<file path="config.mk">
export PLATFORM = sky130hd
export DESIGN_NAME = out_uart_bridge
export DESIGN_NICKNAME = d
export VERILOG_FILES = /design/src/rtl/out_uart_bridge_pkg.sv /design/src/rtl/out_uart_bridge_byte_fifo.sv /design/src/rtl/out_uart_bridge.sv
export SDC_FILE = /design/constraint.sdc
export NUM_CORES = 1
export LEC_CHECK = 0
export CAP_MARGIN = 20
export CELL_PAD_IN_SITES_DETAIL_PLACEMENT = 1
export CELL_PAD_IN_SITES_GLOBAL_PLACEMENT = 1
export CORE_MARGIN = 1.5
export CORE_UTILIZATION = 53
export CTS_BUF_LIST = sky130_fd_sc_hd__clkbuf_16
export DETAILED_ROUTE_END_ITERATION = 8
export PLACE_DENSITY_LB_ADDON = 0.1
export SLEW_MARGIN = 40
export SYNTH_ARGS = -nofsm -noshare
export SYNTH_HDL_FRONTEND = slang
export SYNTH_HIERARCHICAL = 1
export SYNTH_SLANG_ARGS = --single-unit
</file>
<file path="constraint.sdc">
create_clock -name clk -period 6.6 [get_ports clk]
set_input_delay 1.32 -clock clk [delete_from_list [all_inputs] [get_ports clk]]
set_output_delay 1.32 -clock clk [all_outputs]
set_load 0.1 [all_outputs]
</file>
<file path="src/rtl/out_uart_bridge_pkg.sv">
// Shared types and defaults for the OUT-instruction UART bridge.
package out_uart_bridge_pkg;

  localparam int DEFAULT_CLKS_PER_BIT = 16;
  localparam int DEFAULT_FIFO_AW      = 3;

  typedef enum logic [2:0] {
    TX_IDLE   = 3'd0,
    TX_START  = 3'd1,
    TX_DATA   = 3'd2,
    TX_PARITY = 3'd3,
    TX_STOP   = 3'd4
  } tx_state_e;

endpackage

</file>
<file path="src/rtl/out_uart_bridge_byte_fifo.sv">
// Byte-wide circular FIFO with separate occupancy count; depth 2**FIFO_AW.
module out_uart_bridge_byte_fifo
  import out_uart_bridge_pkg::*;
#(
  parameter int FIFO_AW = DEFAULT_FIFO_AW
) (
  input  logic               clk,
  input  logic               rst_n,
  input  logic               push_i,
  input  logic               pop_i,
  input  logic [7:0]         din_i,
  output logic [7:0]         dout_o,
  output logic [FIFO_AW:0]   count_o,
  output logic               full_o,
  output logic               empty_o
);

  localparam int DEPTH = 2 ** FIFO_AW;

  logic [7:0]         mem_q [DEPTH];
  logic [FIFO_AW-1:0] wr_ptr_q;
  logic [FIFO_AW-1:0] rd_ptr_q;
  logic [FIFO_AW:0]   count_q;

  // NOTE: storage is deliberately not reset; the pointers and count alone decide which entries are valid.
  always_ff @(posedge clk) begin
    if (push_i) mem_q[wr_ptr_q] <= din_i;
  end

  always_ff @(posedge clk) begin
    if (!rst_n) begin
      wr_ptr_q <= '0;
      rd_ptr_q <= '0;
      count_q  <= '0;
    end else begin
      if (push_i) wr_ptr_q <= wr_ptr_q + 1'b1;
      if (pop_i)  rd_ptr_q <= rd_ptr_q + 1'b1;
      case ({push_i, pop_i})
        2'b10:   count_q <= count_q + 1'b1;
        2'b01:   count_q <= count_q - 1'b1;
        default: count_q <= count_q;
      endcase
    end
  end

  // Read is combinational, so a pop with a push on a full FIFO still sees the old head.
  assign dout_o  = mem_q[rd_ptr_q];
  assign count_o = count_q;
  assign full_o  = count_q[FIFO_AW];
  assign empty_o = (count_q == '0);

endmodule

</file>
<file path="src/rtl/out_uart_bridge.sv">
// CPU OUT-port consumer: mirrors bytes to LEDs and streams them out a UART.
// Define OUT_UART_PARITY_EN for 8E1 frames; the default build sends 8N1.
module out_uart_bridge
  import out_uart_bridge_pkg::*;
#(
  parameter int CLKS_PER_BIT = DEFAULT_CLKS_PER_BIT,
  parameter int FIFO_AW      = DEFAULT_FIFO_AW
) (
  input  logic             clk,
  input  logic             rst_n,
  input  logic [7:0]       out_data,
  input  logic             out_strobe,
  output logic [7:0]       leds,
  output logic             tx,
  output logic             tx_busy,
  output logic [FIFO_AW:0] fifo_level,
  output logic             overflow
);

  localparam int CW = $clog2(CLKS_PER_BIT);
  localparam logic [CW-1:0] BAUD_LAST = CW'(CLKS_PER_BIT - 1);

  logic            strobe_q;
  logic [7:0]      leds_q;
  logic            overflow_q;
  logic            cap;
  logic            push;
  logic            pop;

  logic [7:0]      fifo_dout;
  logic            fifo_full;
  logic            fifo_empty;

  tx_state_e       state_q, state_d;
  logic [CW-1:0]   baud_q, baud_d;
  logic [2:0]      bit_idx_q, bit_idx_d;
  logic [7:0]      shift_q, shift_d;
  logic            bit_done;
  logic            tx_q, tx_d;
  logic            busy_q, busy_d;
`ifdef OUT_UART_PARITY_EN
  logic            parity_q, parity_d;
`endif

  // Rising-edge capture: a strobe held for many cycles counts once.
  assign cap  = out_strobe & ~strobe_q;
  assign push = cap & (~fifo_full | pop);

  always_ff @(posedge clk) begin
    if (!rst_n) begin
      strobe_q   <= 1'b0;
      leds_q     <= '0;
      overflow_q <= 1'b0;
    end else begin
      strobe_q <= out_strobe;
      if (cap)         leds_q     <= out_data;
      if (cap && !push) overflow_q <= 1'b1;
    end
  end

  out_uart_bridge_byte_fifo #(.FIFO_AW(FIFO_AW)) u_fifo (
    .clk     (clk),
    .rst_n   (rst_n),
    .push_i  (push),
    .pop_i   (pop),
    .din_i   (out_data),
    .dout_o  (fifo_dout),
    .count_o (fifo_level),
    .full_o  (fifo_full),
    .empty_o (fifo_empty)
  );

  assign bit_done = (baud_q == BAUD_LAST);

  // NOTE: sequential state uses non-blocking assignment only, so every register samples pre-edge values.
  always_ff @(posedge clk) begin
    if (!rst_n) begin
      state_q   <= TX_IDLE;
      baud_q    <= '0;
      bit_idx_q <= '0;
      shift_q   <= '0;
      tx_q      <= 1'b1;
      busy_q    <= 1'b0;
`ifdef OUT_UART_PARITY_EN
      parity_q  <= 1'b0;
`endif
    end else begin
      state_q   <= state_d;
      baud_q    <= baud_d;
      bit_idx_q <= bit_idx_d;
      shift_q   <= shift_d;
      tx_q      <= tx_d;
      busy_q    <= busy_d;
`ifdef OUT_UART_PARITY_EN
      parity_q  <= parity_d;
`endif
    end
  end

  // NOTE: every comb output gets a default first, so no path can infer a latch.
  always_comb begin
    state_d   = state_q;
    baud_d    = baud_q;
    bit_idx_d = bit_idx_q;
    shift_d   = shift_q;
`ifdef OUT_UART_PARITY_EN
    parity_d  = parity_q;
`endif
    unique case (state_q)
      TX_IDLE: begin
        if (!fifo_empty) begin
          state_d = TX_START;
          shift_d = fifo_dout;
          baud_d  = '0;
`ifdef OUT_UART_PARITY_EN
          parity_d = ^fifo_dout;
`endif
        end
      end
      TX_START: begin
        if (bit_done) begin
          state_d   = TX_DATA;
          baud_d    = '0;
          bit_idx_d = '0;
        end else begin
          baud_d = baud_q + 1'b1;
        end
      end
      TX_DATA: begin
        if (bit_done) begin
          baud_d    = '0;
          shift_d   = shift_q >> 1;
          bit_idx_d = bit_idx_q + 1'b1;
          if (bit_idx_q == 3'd7) begin
`ifdef OUT_UART_PARITY_EN
            state_d = TX_PARITY;
`else
            state_d = TX_STOP;
`endif
          end
        end else begin
          baud_d = baud_q + 1'b1;
        end
      end
`ifdef OUT_UART_PARITY_EN
      TX_PARITY: begin
        if (bit_done) begin
          state_d = TX_STOP;
          baud_d  = '0;
        end else begin
          baud_d = baud_q + 1'b1;
        end
      end
`endif
      TX_STOP: begin
        if (bit_done) begin
          state_d = TX_IDLE;
          baud_d  = '0;
        end else begin
          baud_d = baud_q + 1'b1;
        end
      end
      default: state_d = TX_IDLE;
    endcase
  end

  // Line level and busy are registered one cycle behind the state, keeping tx glitch-free.
  always_comb begin
    pop    = 1'b0;
    tx_d   = 1'b1;
    busy_d = (state_q != TX_IDLE);
    case (state_q)
      TX_IDLE:   pop  = !fifo_empty;
      TX_START:  tx_d = 1'b0;
      TX_DATA:   tx_d = shift_q[0];
`ifdef OUT_UART_PARITY_EN
      TX_PARITY: tx_d = parity_q;
`endif
      default:   tx_d = 1'b1;
    endcase
  end

  assign leds     = leds_q;
  assign overflow = overflow_q;
  assign tx       = tx_q;
  assign tx_busy  = busy_q;

endmodule

</file>
-- Word level (Yosys, flattened, before mapping)
Memories as Yosys holds them, arrays and structs flattened. A register that Yosys moved wholly into a read port is not among the register bits.
Index checks and enable logic that the tools add are counted.
- RAM bits: 64
- output and inout port bits: 15
- memories: 1
- flip-flop bits (word level): 40
- logic and storage cells: 72
- bits of input ports: 11
- reductions and logical operators: 15
- mux-type cells: 21
- equal/unequal tests: 12
- add/subtract/negate cells: 6
- bitwise logic cells: 5
- memory list (name ; words ; bits a word ; rd ports ; clocked after Yosys merged registers in ; write ports ; line ; RTL):
    u_fifo.mem_q ; 8 ; 8 ; 1 ; 1 ; 1 ; out_uart_bridge_byte_fifo.sv:20 ; logic [7:0] mem_q [DEPTH];
- operator list (cell ; count):
    2-to-1 mux 3 bit ; 8
    2-to-1 mux 8 bit ; 2
    case mux 4 bit (2 select lines) ; 2
    case mux 8 bit (2 select lines) ; 1
    case mux 3 bit (4 select lines) ; 1
    inequality test 2 bit (second input constant) ; 5
    adder 3 x 1 -> 3 bit (second input constant) ; 3
    adder 4 x 1 -> 4 bit (second input constant) ; 2
    2-to-1 mux 4 bit ; 2
    nonzero test 2 bit ; 4
    equality test 3 bit (second input constant) ; 2
    case mux 3 bit (2 select lines) ; 1
    AND reduction 3 bit ; 2
    AND reduction 5 bit ; 1
    equality test 4 bit (second input constant) ; 1
    zero test 4 bit ; 1
    subtractor 4 x 1 -> 4 bit (second input constant) ; 1
    equality test 3 x 1 -> 1 bit (second input constant) ; 1
    equality test 3 x 2 -> 1 bit (second input constant) ; 1
    zero test 3 bit ; 1
    2-to-1 mux 1 bit ; 3
    nonzero test 3 bit ; 1
    OR reduction 3 bit ; 1
    AND 1 bit ; 2
    8 further kinds ; 10

-- Logic depth before layout (Yosys ltp)
Gate-level depths: netlist of the first run.
- depth in word-level cells: 7
- mapped depth: 11

-- Modules after synthesis
The synthesis of the first run kept the hierarchy.
- by module, submodules not included (module ; seq. area each (um2) ; cells an instance ; area an instance (um2) ; instances):
    out_uart_bridge_byte_fifo ; 2182.1 ; 163 ; 3124.2 ; 1
    out_uart_bridge ; 600.6 ; 162 ; 1422.6 ; 1

-- Worst setup path after synthesis of the first run
OpenSTA, ideal clock, no wires.
- path kind: reg2reg
- start: register u_fifo.count_q[1] (netlist: u_fifo/count_o[1])
- end: register u_fifo.count_q[2] (netlist: u_fifo/count_o[2])
- path slack: 2.991 ns
- path buffers: 0
- stages on the path, launching flop included: 12
- data required time: 6.524 ns
- arrival time: 3.533 ns
- cell sequence: dfxtp_1 -> nor4_1 -> or4_4 -> a21oi_1 -> inv_1 -> ha_1 -> xor2_1 -> ha_1 -> a21oi_1 -> xor2_1 -> or3_1 -> a21boi_0
- cells in the longest elaborated chain, start to end: 7
- elaborated cells between the ends (all ways): 11
- RTL lines (what ; line ; RTL):
    start, declared ; out_uart_bridge_byte_fifo.sv:23 ; logic [FIFO_AW:0] count_q;
    start signal, assigned ; out_uart_bridge_byte_fifo.sv:39 ; 2'b10: count_q <= count_q + 1'b1;
    start signal, assigned ; out_uart_bridge_byte_fifo.sv:40 ; 2'b01: count_q <= count_q - 1'b1;
    start signal, assigned ; out_uart_bridge_byte_fifo.sv:41 ; default: count_q <= count_q;
    zero test 4 bit * ; out_uart_bridge_byte_fifo.sv:50 ; assign empty_o = (count_q == '0);
    named net fifo_empty ; out_uart_bridge.sv:32 ; logic fifo_empty;
    zero test 1 bit * ; out_uart_bridge.sv:173 ; TX_IDLE: pop = !fifo_empty;
    2-to-1 mux 1 bit * ; out_uart_bridge.sv:172 ; case (state_q)
    OR 1 bit * ; out_uart_bridge.sv:47 ; assign push = cap & (~fifo_full | pop);
    AND 1 bit * ; out_uart_bridge.sv:47 ;
    named net push ; out_uart_bridge.sv:27 ; logic push;
    equality test 2 x 1 -> 1 bit / equality test 2 bit (equally long branches) ; out_uart_bridge_byte_fifo.sv:38 ; case ({push_i, pop_i})
    case mux 4 bit (2 select lines) / nonzero test 2 bit (equally long branches) ; - ;
The timed path passes the listed nets; every way through them passes the cells marked *.
A chain may end at the register's enable or synchronous reset.

-- Final worst setup path of the first run
- start: input port out_strobe
- end: register u_fifo.count_q[2] (netlist: u_fifo/count_o[2])
- cells in the longest elaborated chain, start to end: 4
- elaborated cells between the ends (all ways): 6
- RTL lines (what ; line ; RTL):
    start, declared ; out_uart_bridge.sv:12 ; input logic out_strobe,
    AND 1 bit * ; out_uart_bridge.sv:46 ; assign cap = out_strobe & ~strobe_q;
    AND 1 bit * ; out_uart_bridge.sv:47 ;
    named net push ; out_uart_bridge.sv:27 ;
    equality test 2 x 1 -> 1 bit / equality test 2 bit (equally long branches) ; out_uart_bridge_byte_fifo.sv:38 ;
    case mux 4 bit (2 select lines) / nonzero test 2 bit (equally long branches) ; - ;
Marks and branches as above.

==> flow_summary.json, run 1 <==
{
  "port_buffers": 25,
  "grt_overflow": 0,
  "layout_common_cells": "edfxtp_1 (64), dfxtp_1 (42), nand2_1 (35)",
  "setup_viol_count_final": 0,
  "hold_depth": 2,
  "cts.hold.buffers_added": 0,
  "ff2ff_path_depth": 10,
  "io-pin-count": 26,
  "ctsLongestPathBuffers": 2,
  "cts-buffers-inserted": 9,
  "cp_num_buf_inv": 2,
  "endpoint_kind": "flip-flop",
  "grt_pass1_vias": 2682,
  "floorplan.die.width_um": 95.6,
  "worst_pin_slew_ns": 0.824,
  "clkTransAtPathRegs_ns": 0.08,
  "status": "finished, final reports clean",
  "num_rows": 33,
  "drc": 0,
  "syn_avg_cell_area_um2": 14.0,
  "tritoncts": "done",
  "p_leak_nw": 1.85,
  "synth-seq-area-share_pct": 61.2,
  "wl_per_cell_um": 20.3,
  "nets": 365,
  "cts_root_buf": "clkbuf_16",
  "drt_iter0_markers": 103,
  "critical_path_class": "primary input to flip-flop",
  "peakVddDrop_mv": 0.170,
  "synth_mux_area_share_pct": 13.8,
  "synthCells": 325,
  "vias": 2650,
  "layout-drive-gt1-share_pct": 14.2,
  "whs_endpoint": "leds[4]",
  "drv_slew": 0,
  "dp_hpwl_mm": 6.20,
  "finalHoldViolCount": 0,
  "final_common_cell": "edfxtp_1",
  "htree_levels": 3,
  "synth_simple_gate_area_share_pct": 11.1,
  "grt_max_degree": 44,
  "drtAntennaViolNets": 0,
  "viasPerCell": 5.81,
  "yosys_most_used_dff": "edfxtp_1",
  "yosys_warnings": 6,
  "synth-seq-cells": 107,
  "max_slew_margin_pct": 44.8,
  "maxCapViolations": 0,
  "syn_to_final_growth_pct": 11.9,
  "reg2reg_from": "state_q[2]",
  "diodes": 0,
  "skew_ns": 0.0108,
  "cp_slowest_cell": "a21oi_1",
  "synth.distinct_cells": 44,
  "timing.final.crit_share_pct": 57.7,
  "cts.sinks": 107,
  "syn_area_mm2": 0.00455,
  "rsz0062_at_grt": "no",
  "initial_core_util_pct": 55.1,
  "track_usage_pct": 22.2,
  "startpoint_type": "primary input",
  "grt_pass1_wl_mm": 14.6,
  "core_area_mm2": 0.00826,
  "synth_compound_gate_area_share_pct": 7.04,
  "worstPathArrival_ns": 4.08,
  "rrSetupSlack_ns": 3.34,
  "drt_wl_total_mm": 9.24,
  "cts-resized-gates": 0,
  "reg2reg_to": "u_fifo/count_o[2]",
  "crit_family": "compound AO/OA/AOI/OAI gates",
  "power_mw": 1.86,
  "synth-edff-count": 64,
  "insertion_delay_ns": 0.35,
  "fin_crit_ns": 3.81,
  "min_path_type": "flip-flop to flip-flop",
  "power_density_mw_per_mm2": 366,
  "path_cells": "clkdlybuf4s50_1 > nand2b_1 > a21oi_1 > inv_1 > ha_1 > xor2_1 > ha_1 > a21oi_1 > xor2_1 > or3_1 > a21boi_0",
  "worstPathRequired_ns": 6.87,
  "dieHeight_um": 95.6,
  "fin_tns_setup_ns": 0,
  "synth_top_family_by_area": "multiplexers",
  "synth_fa_ha_area_share_pct": 2.42,
  "fmax_mhz": 263,
  "gp_congestion": 0.806,
  "antenna_found_initial": 0,
  "dieArea_mm2": 0.00914,
  "dr.pass1.iters": 4,
  "path_max_fanout": 9,
  "cpPeakStageDelay_ns": 0.53,
  "holdCritStartpoint": "leds[4]",
  "synth_xor_area_share_pct": 1.73,
  "synthArstFlopShare_pct": 0,
  "cts_setup_buffers": 0,
  "syn-num-nets": 344
}
## metrics by stage
step	worst slack [ns]	std cells	hold WS, ns	utilization (%)	cell area, µm²
3_3_place_gp	2.55	440	0.466	58.6	4840
2_1_floorplan	2.99	325	0.472	-	4550
5_1_grt	2.61	456	0.500	61.6	5090
6_report	2.79	456	0.470	61.6	5090
4_1_cts	2.75	456	0.473	61.5	5080
3_5_place_dp	2.39	440	0.461	57.9	4780
## worst max-delay path by stage
stage	endpoint	slack (ns)	cells past startpoint	from
4_1_cts	u_fifo/count_o[2]	2.75	11	out_strobe
3_5_place_dp	u_fifo/count_o[2]	2.39	11	out_strobe
5_1_grt	u_fifo/count_o[2]	2.61	11	out_strobe
6_report	u_fifo/count_o[2]	2.79	11	out_strobe
2_1_floorplan	u_fifo/count_o[2]	2.99	11	u_fifo/count_o[1]
3_3_place_gp	u_fifo/count_o[2]	2.55	11	out_strobe
## synthesized netlist by cell type, types with 4 or more instances
cell,instances,area [µm²]
ha_1,8,100
nor2b_1,15,93.8
mux2i_1,12,120
and2_1,10,62.6
xnor2_1,4,35.0
mux2_2,8,90.1
nor2_1,9,33.8
edfxtp_1,64,1920
dfxtp_1,43,861
nand2b_1,8,50.1
a21oi_1,9,45.0
inv_1,5,18.8
clkbuf_1,7,26.3
o211a_1,7,70.1
nand2_1,35,131
buf_2,5,25.0
xor2_1,5,43.8
a21boi_0,10,75.1
mux4_1,15,394
o21ai_0,7,35.0
nor3_1,6,30.0
## worst reg2reg max path: cells and delay by family (launching register included)
family | cells | cell delay, ns
buffers and inverters | 1 | 0.14
and+or+nand+nor | 2 | 0.97
xor gates and xnor gates | 2 | 0.27
AOI/OAI and AO/OA | 3 | 0.83
DFF | 1 | 0.49
adders and majority gates | 2 | 0.48
## state kept, by name, indices dropped and copies added, names as in the netlist, named ones only
name / cells
u_fifo/mem_q: 64
leds: 8
shift_q: 8
baud_q: 4
u_fifo/count_o: 4
bit_idx_q: 3
state_q: 3
u_fifo/rd_ptr_q: 3
u_fifo/wr_ptr_q: 3
overflow: 1
strobe_q: 1
tx: 1
tx_busy: 1
## power breakdown
part           switching [mW]  internal [mW]  leakage [nW]  total, mW
combinational           0.285          0.206         0.780      0.491
sequential             0.0793          0.772         0.932      0.852
clock                   0.251          0.266         0.142      0.518
total                   0.615           1.24          1.85       1.86
## kinds of logic after synthesis
| group | after synthesis |
|---|---|
| XOR/XNOR | 9 |
| adder cells (fa/ha/maj) | 9 |
| AO/OA/AOI/OAI | 45 |
| buffers and inverters | 22 |
| multiplexers | 36 |
| flip-flops | 107 |
| AND/OR/NAND/NOR | 97 |
## cell type report
class / count / area (µm²)
clock buffer: 9 / 225
clock inverter: 7 / 67.6
fill: 814 / 3170
inverter: 5 / 18.8
multi-input combinational: 196 / 1670
sequential: 107 / 2780
tap: 105 / 131
timing repair buffer: 27 / 190
## metal layers
| layer | GRT usage, % | part of all wire [%] | up-vias |
|---|---|---|---|
| met5 | 0 | 0 | - |
| met4 | 6.00 | 0.92 | 0 |
| met3 | 4.78 | 3.1 | 8 |
| met2 | 37.6 | 50 | 42 |
| met1 | 29.0 | 46 | 1347 |
| li1 | - | - | 1253 |
Power figures use the tool's default switching activity.
==> run 2, diff against run 1 <==
--- a/config.mk
+++ b/config.mk
@@ -9,7 +9,7 @@
 export CELL_PAD_IN_SITES_DETAIL_PLACEMENT = 1
 export CELL_PAD_IN_SITES_GLOBAL_PLACEMENT = 1
 export CORE_MARGIN = 1.5
-export CORE_UTILIZATION = 53
+export CORE_UTILIZATION = 45
 export CTS_BUF_LIST = sky130_fd_sc_hd__clkbuf_16
 export DETAILED_ROUTE_END_ITERATION = 8
 export PLACE_DENSITY_LB_ADDON = 0.1
==> constraint.sdc (replaced) <==
create_clock -name clk -period 3.35 [get_ports clk]
set_input_delay 0.67 -clock clk [delete_from_list [all_inputs] [get_ports clk]]
set_output_delay 0.67 -clock clk [all_outputs]
set_load 0.1 [all_outputs]
==> run 2 against run 1 <==
Against the previous run: clock power up 95%; power is 96% higher; cell count is 9.2% higher; design area grew 2.6%; clock skew shrank 0.0025 ns; die area up 17%; wire length is 5.1% lower; combinational power rose by 100%; sequential share of layout area decreased by 1.3 points; count of clock-buffer cells in the layout did not move; non-clock buffer count rose by 14; highest routed layer unchanged.
==> flow_summary.json, run 2 (synthesis results as in run 1) <==
{
  "cts.hold.buffers_added": 0,
  "grt_overflow": 0,
  "antenna_found_initial": 0,
  "top_register": "u_fifo/mem_q",
  "clkTransAtPathRegs_ns": 0.07,
  "skew_ns": 0.00832,
  "routed.top_layer": "met4",
  "viasPerCell": 5.22,
  "syn_to_final_growth_pct": 14.8,
  "insertion_delay_ns": 0.35,
  "drt_wl_total_mm": 8.77,
  "worst_pin_slew_ns": 0.735,
  "timing.final.crit_share_pct": 83.6,
  "grt_pass1_vias": 2631,
  "io-pin-count": 26,
  "htree_levels": 3,
  "gp_congestion": 0.734,
  "endpoint_kind": "flip-flop",
  "stdcell_count": 498,
  "met1Wirelength_mm": 4.44,
  "largest_reg_flops": 64,
  "peakVddDrop_mv": 0.322,
  "dieArea_mm2": 0.0107,
  "fin_tns_setup_ns": 0,
  "wl_per_cell_um": 17.6,
  "wl_met3_um": 174,
  "finalHoldViolCount": 0,
  "worstPathArrival_ns": 3.07,
  "cts_setup_buffers": 0,
  "status": "finished, final reports clean",
  "drt_iter0_markers": 58,
  "rsz0062_at_grt": "no",
  "drc": 0,
  "port_buffers": 25,
  "min_path_type": "flip-flop to flip-flop",
  "drv_slew": 0,
  "critical_path_class": "flip-flop to flip-flop",
  "cts.sinks": 107,
  "power_density_mw_per_mm2": 700,
  "wl_met2_mm": 4.05,
  "dp_hpwl_mm": 6.00,
  "nets": 379,
  "fin_crit_ns": 2.80,
  "fillers": 980,
  "startpoint_type": "flip-flop",
  "tritoncts": "done",
  "vias": 2601,
  "worstPathRequired_ns": 3.62,
  "dr.pass1.iters": 4,
  "core_area_mm2": 0.00977,
  "final_common_cell": "edfxtp_1",
  "dieHeight_um": 104,
  "layout_common_cells": "edfxtp_1 (64), dfxtp_1 (40), nand2_1 (35)",
  "drtAntennaViolNets": 0,
  "grt_pass1_wl_mm": 14.5,
  "cts-buffers-inserted": 9,
  "track_usage_pct": 17.6,
  "path_max_fanout": 14,
  "fin_area_mm2": 0.00522,
  "setup_viol_count_final": 0,
  "ctsLongestPathBuffers": 2,
  "layout-drive-gt1-share_pct": 16.7,
  "grt_max_degree": 25,
  "p_leak_nw": 1.92,
  "fmax_mhz": 357,
  "num_rows": 36,
  "cts_root_buf": "clkbuf_16",
  "place_area_mm2": 0.00494,
  "diodes": 0,
  "max_slew_margin_pct": 51.0,
  "cts-resized-gates": 0,
  "maxCapViolations": 0,
  "floorplan.die.width_um": 104,
  "dp_cells": 482,
  "initial_core_util_pct": 46.5
}
[run 2: final timing paths]
kind                             to  depth (start not counted)  slack (ns)       start
setup / recovery  u_fifo/count_o[2]                         10        0.55  state_q[2]
hold / removal              leds[3]                          2        0.47     leds[3]
setup reg to reg  u_fifo/count_o[2]                         10        0.55  state_q[2]
hold reg to reg             leds[3]                          2        0.47     leds[3]
[run 2: area by class of cell]
| cell class | instances | area (µm²) | area share (%) |
|---|---|---|---|
| inverters | 5 | 18.8 | 0.360 |
| repair buffers | 41 | 323 | 6.19 |
| multi-input cells | 196 | 1640 | 31.4 |
| clock inverters | 7 | 58.8 | 1.13 |
| clock buffers | 9 | 225 | 4.32 |
| well taps | 133 | 166 | 3.19 |
| flip-flops and latches | 107 | 2790 | 53.4 |
[run 2: layer usage]
metal,track usage [%],vias up
met4,5.65,0
met5,0,-
met1,25.0,1290
met2,27.3,22
met3,3.59,8
li1,-,1281
[run 2: critical path: stages, from the launching register on]
cell,delay (ns)
dfxtp_1,0.46
or4_4,0.62
a21oi_1,0.22
inv_1,0.10
ha_1,0.28
xor2_1,0.17
ha_1,0.18
a21oi_1,0.14
xor2_1,0.09
or3_1,0.30
a21boi_0,0.16
[run 2: power by group]
group	internal, mW	total, mW	leakage (nW)	switching [mW]
sequential	1.52	1.64	0.933	0.118
combinational	0.433	0.996	0.848	0.563
clock	0.518	1.01	0.139	0.497
[run 2: per-stage QoR]
step                      total power [mW]  hold slack [ns]  setup WS [ns]  util [%]
after floorplan                       2.46            0.472          0.161         -
after global placement                2.66            0.455          0.425      50.6
after detailed placement              2.68            0.464          0.375      50.5
after CTS                             3.70            0.477          0.546      53.4
after global routing                  3.84            0.504          0.265      53.4
final                                 3.65            0.469          0.550      53.4
==> run 3, diff against run 2 <==
==> constraint.sdc (replaced) <==
create_clock -name clk -period 2.4 [get_ports clk]
set_input_delay 0.48 -clock clk [delete_from_list [all_inputs] [get_ports clk]]
set_output_delay 0.48 -clock clk [all_outputs]
set_load 0.1 [all_outputs]
==> run 3 against run 2 <==
Against the previous run: cell count up 2.8%; first-iteration DRC count up 34%; clock power up 51%; non-clock buffer count up 14; count of clock-buffer cells in the layout unchanged; combinational power up 67%; sequential power up 36%; wire length up 4.9%; design area up 4.5%; largest power group unchanged.
==> flow_summary.json, run 3 (synthesis results as in run 1) <==
{
  "worstPathRequired_ns": 2.68,
  "vias": 2702,
  "status": "finished, final reports clean",
  "io-pin-count": 26,
  "setup_viol_count_final": 0,
  "finalHoldViolCount": 0,
  "hold_depth": 2,
  "tritoncts": "done",
  "port_buffers": 25,
  "wl_per_cell_um": 18.0,
  "switchingPower_mw": 1.73,
  "maxCapViolations": 0,
  "rrSetupSlack_ns": 0.1,
  "antenna_found_initial": 0,
  "syn_to_final_growth_pct": 19.9,
  "p_int_mw": 3.69,
  "ff2ff_path_depth": 10,
  "p_clk_share_pct": 28.3,
  "max_slew_margin_pct": 53.3,
  "insertion_delay_ns": 0.35,
  "htree_levels": 3,
  "viasPerCell": 5.28,
  "grt_max_degree": 44,
  "startpoint_type": "flip-flop",
  "drt_iter0_markers": 78,
  "path_max_fanout": 4,
  "worst_pin_slew_ns": 0.701,
  "grt_overflow": 0,
  "grt_pass1_wl_mm": 14.8,
  "drc": 0,
  "cts_root_buf": "clkbuf_16",
  "min_path_type": "flip-flop to flip-flop",
  "final_common_cell": "edfxtp_1",
  "utilization_pct": 55.8,
  "netSwitchingFraction_pct": 31.9,
  "gp_congestion": 0.742,
  "diodes": 0,
  "seqPwrFrac_pct": 41.2,
  "reg2reg_from": "state_q[1]",
  "nets": 393,
  "ctsLongestPathBuffers": 2,
  "dieArea_mm2": 0.0107,
  "critical_path_class": "flip-flop to flip-flop",
  "dp_cells": 495,
  "skew_ns": 0.00555,
  "fin_crit_ns": 2.30,
  "dieHeight_um": 104,
  "clkTransAtPathRegs_ns": 0.07,
  "core_area_mm2": 0.00977,
  "layout-drive-gt1-share_pct": 22.2,
  "drtAntennaViolNets": 0,
  "largest_reg_flops": 64,
  "place_area_mm2": 0.00513,
  "reg2reg_to": "u_fifo/count_o[2]",
  "drt_wl_total_mm": 9.20,
  "cts-buffers-inserted": 9,
  "rsz0062_at_grt": "yes",
  "track_usage_pct": 18.3,
  "grt_pass1_vias": 2845,
  "worstPathArrival_ns": 2.58,
  "p_leak_nw": 2.02,
  "fmax_mhz": 434,
  "cts.hold.buffers_added": 0,
  "floorplan.die.width_um": 104,
  "peakVddDrop_mv": 0.422,
  "num_rows": 36,
  "timing.final.crit_share_pct": 95.9,
  "whs_endpoint": "leds[2]",
  "holdCritStartpoint": "leds[2]",
  "fin_area_mm2": 0.00545,
  "stdcell_count": 512,
  "power_mw": 5.42,
  "initial_core_util_pct": 46.5,
  "fillers": 991,
  "top_register": "u_fifo/mem_q",
  "power_density_mw_per_mm2": 995,
  "cts.sinks": 107,
  "dp_hpwl_mm": 6.26,
  "dr.pass1.iters": 4,
  "drv_slew": 0,
  "endpoint_kind": "flip-flop",
  "combinationalPowerShare_pct": 30.5,
  "layout_common_cells": "edfxtp_1 (64), buf_4 (44), dfxtp_1 (39)"
}
==> run 3: cell count changes in the layout (fill, tap and decap cells not counted), sizes merged <==
| cell | delta |
|---|---|
| buf | +13 |
| clkinv | -2 |
| bufinv | +1 |
| clkdlybuf4s50 | +1 |
| inv | +1 |
==> run 3: worst max path at each step <==
stage | from | to | slack [ns]
after floorplan | u_fifo/count_o[2] | u_fifo/count_o[2] | -0.25
after global placement | out_strobe | u_fifo/count_o[2] | -0.07
after detailed placement | out_strobe | u_fifo/count_o[2] | -0.13
after CTS | state_q[2] | u_fifo/count_o[2] | 0.07
after global routing | state_q[1] | u_fifo/count_o[2] | -0.05
final | state_q[1] | u_fifo/count_o[2] | 0.1
==> run 3: critical path: stages (launching register included) <==
cell	delay [ns]
dfxtp_1	0.31
or4_4	0.58
a21oi_4	0.17
inv_2	0.08
ha_4	0.16
xor2_1	0.14
ha_2	0.18
a21oi_2	0.12
xor2_1	0.08
or3_1	0.31
a21boi_1	0.12
==> run 3: layer usage <==
layer  vias up  wire length, µm  global-route usage [%]
met1      1348             4350                    23.9
met2        35             4430                    30.0
met3        13              263                    5.03
met5         -                0                       0
li1       1306                -                       -
met4         0              146                    5.65
==> run 3: cell type report <==
| type | count | area [µm²] | share of cell area, % |
|---|---|---|---|
| Sequential cell | 107 | 2800 | 51.3 |
| Timing Repair Buffer | 55 | 450 | 8.26 |
| Multi-Input combinational cell | 196 | 1700 | 31.3 |
| Clock buffer | 9 | 225 | 4.13 |
| Clock inverter | 7 | 91.3 | 1.68 |
| Inverter | 5 | 18.8 | 0.344 |
| Tap cell | 133 | 166 | 3.05 |
==> run 3: stage by stage <==
step | hold WS, ns | setup slack [ns] | TNS, ns
2_1_floorplan | 0.472 | -0.253 | -0.440
3_3_place_gp | 0.454 | -0.0678 | -0.0820
3_5_place_dp | 0.461 | -0.132 | -0.202
4_1_cts | 0.473 | 0.0668 | 0
5_1_grt | 0.491 | -0.0523 | -0.0523
6_report | 0.467 | 0.0978 | 0
==> run 3: repair_timing <==
action                     CTS  global route
setup endpoints to repair    1             1
resized for setup            1             0
pin swaps                    1             1
buffers inserted             0             1
==> run 3: power by group through the flow <==
stage	Sequential, mW	Combinational (mW)	Clock, mW
2_1_floorplan	2.49	1.01	0
3_3_place_gp	2.26	1.60	0
3_5_place_dp	2.27	1.65	0
4_1_cts	2.24	1.66	1.57
5_1_grt	2.25	1.80	1.64
6_report	2.23	1.66	1.53
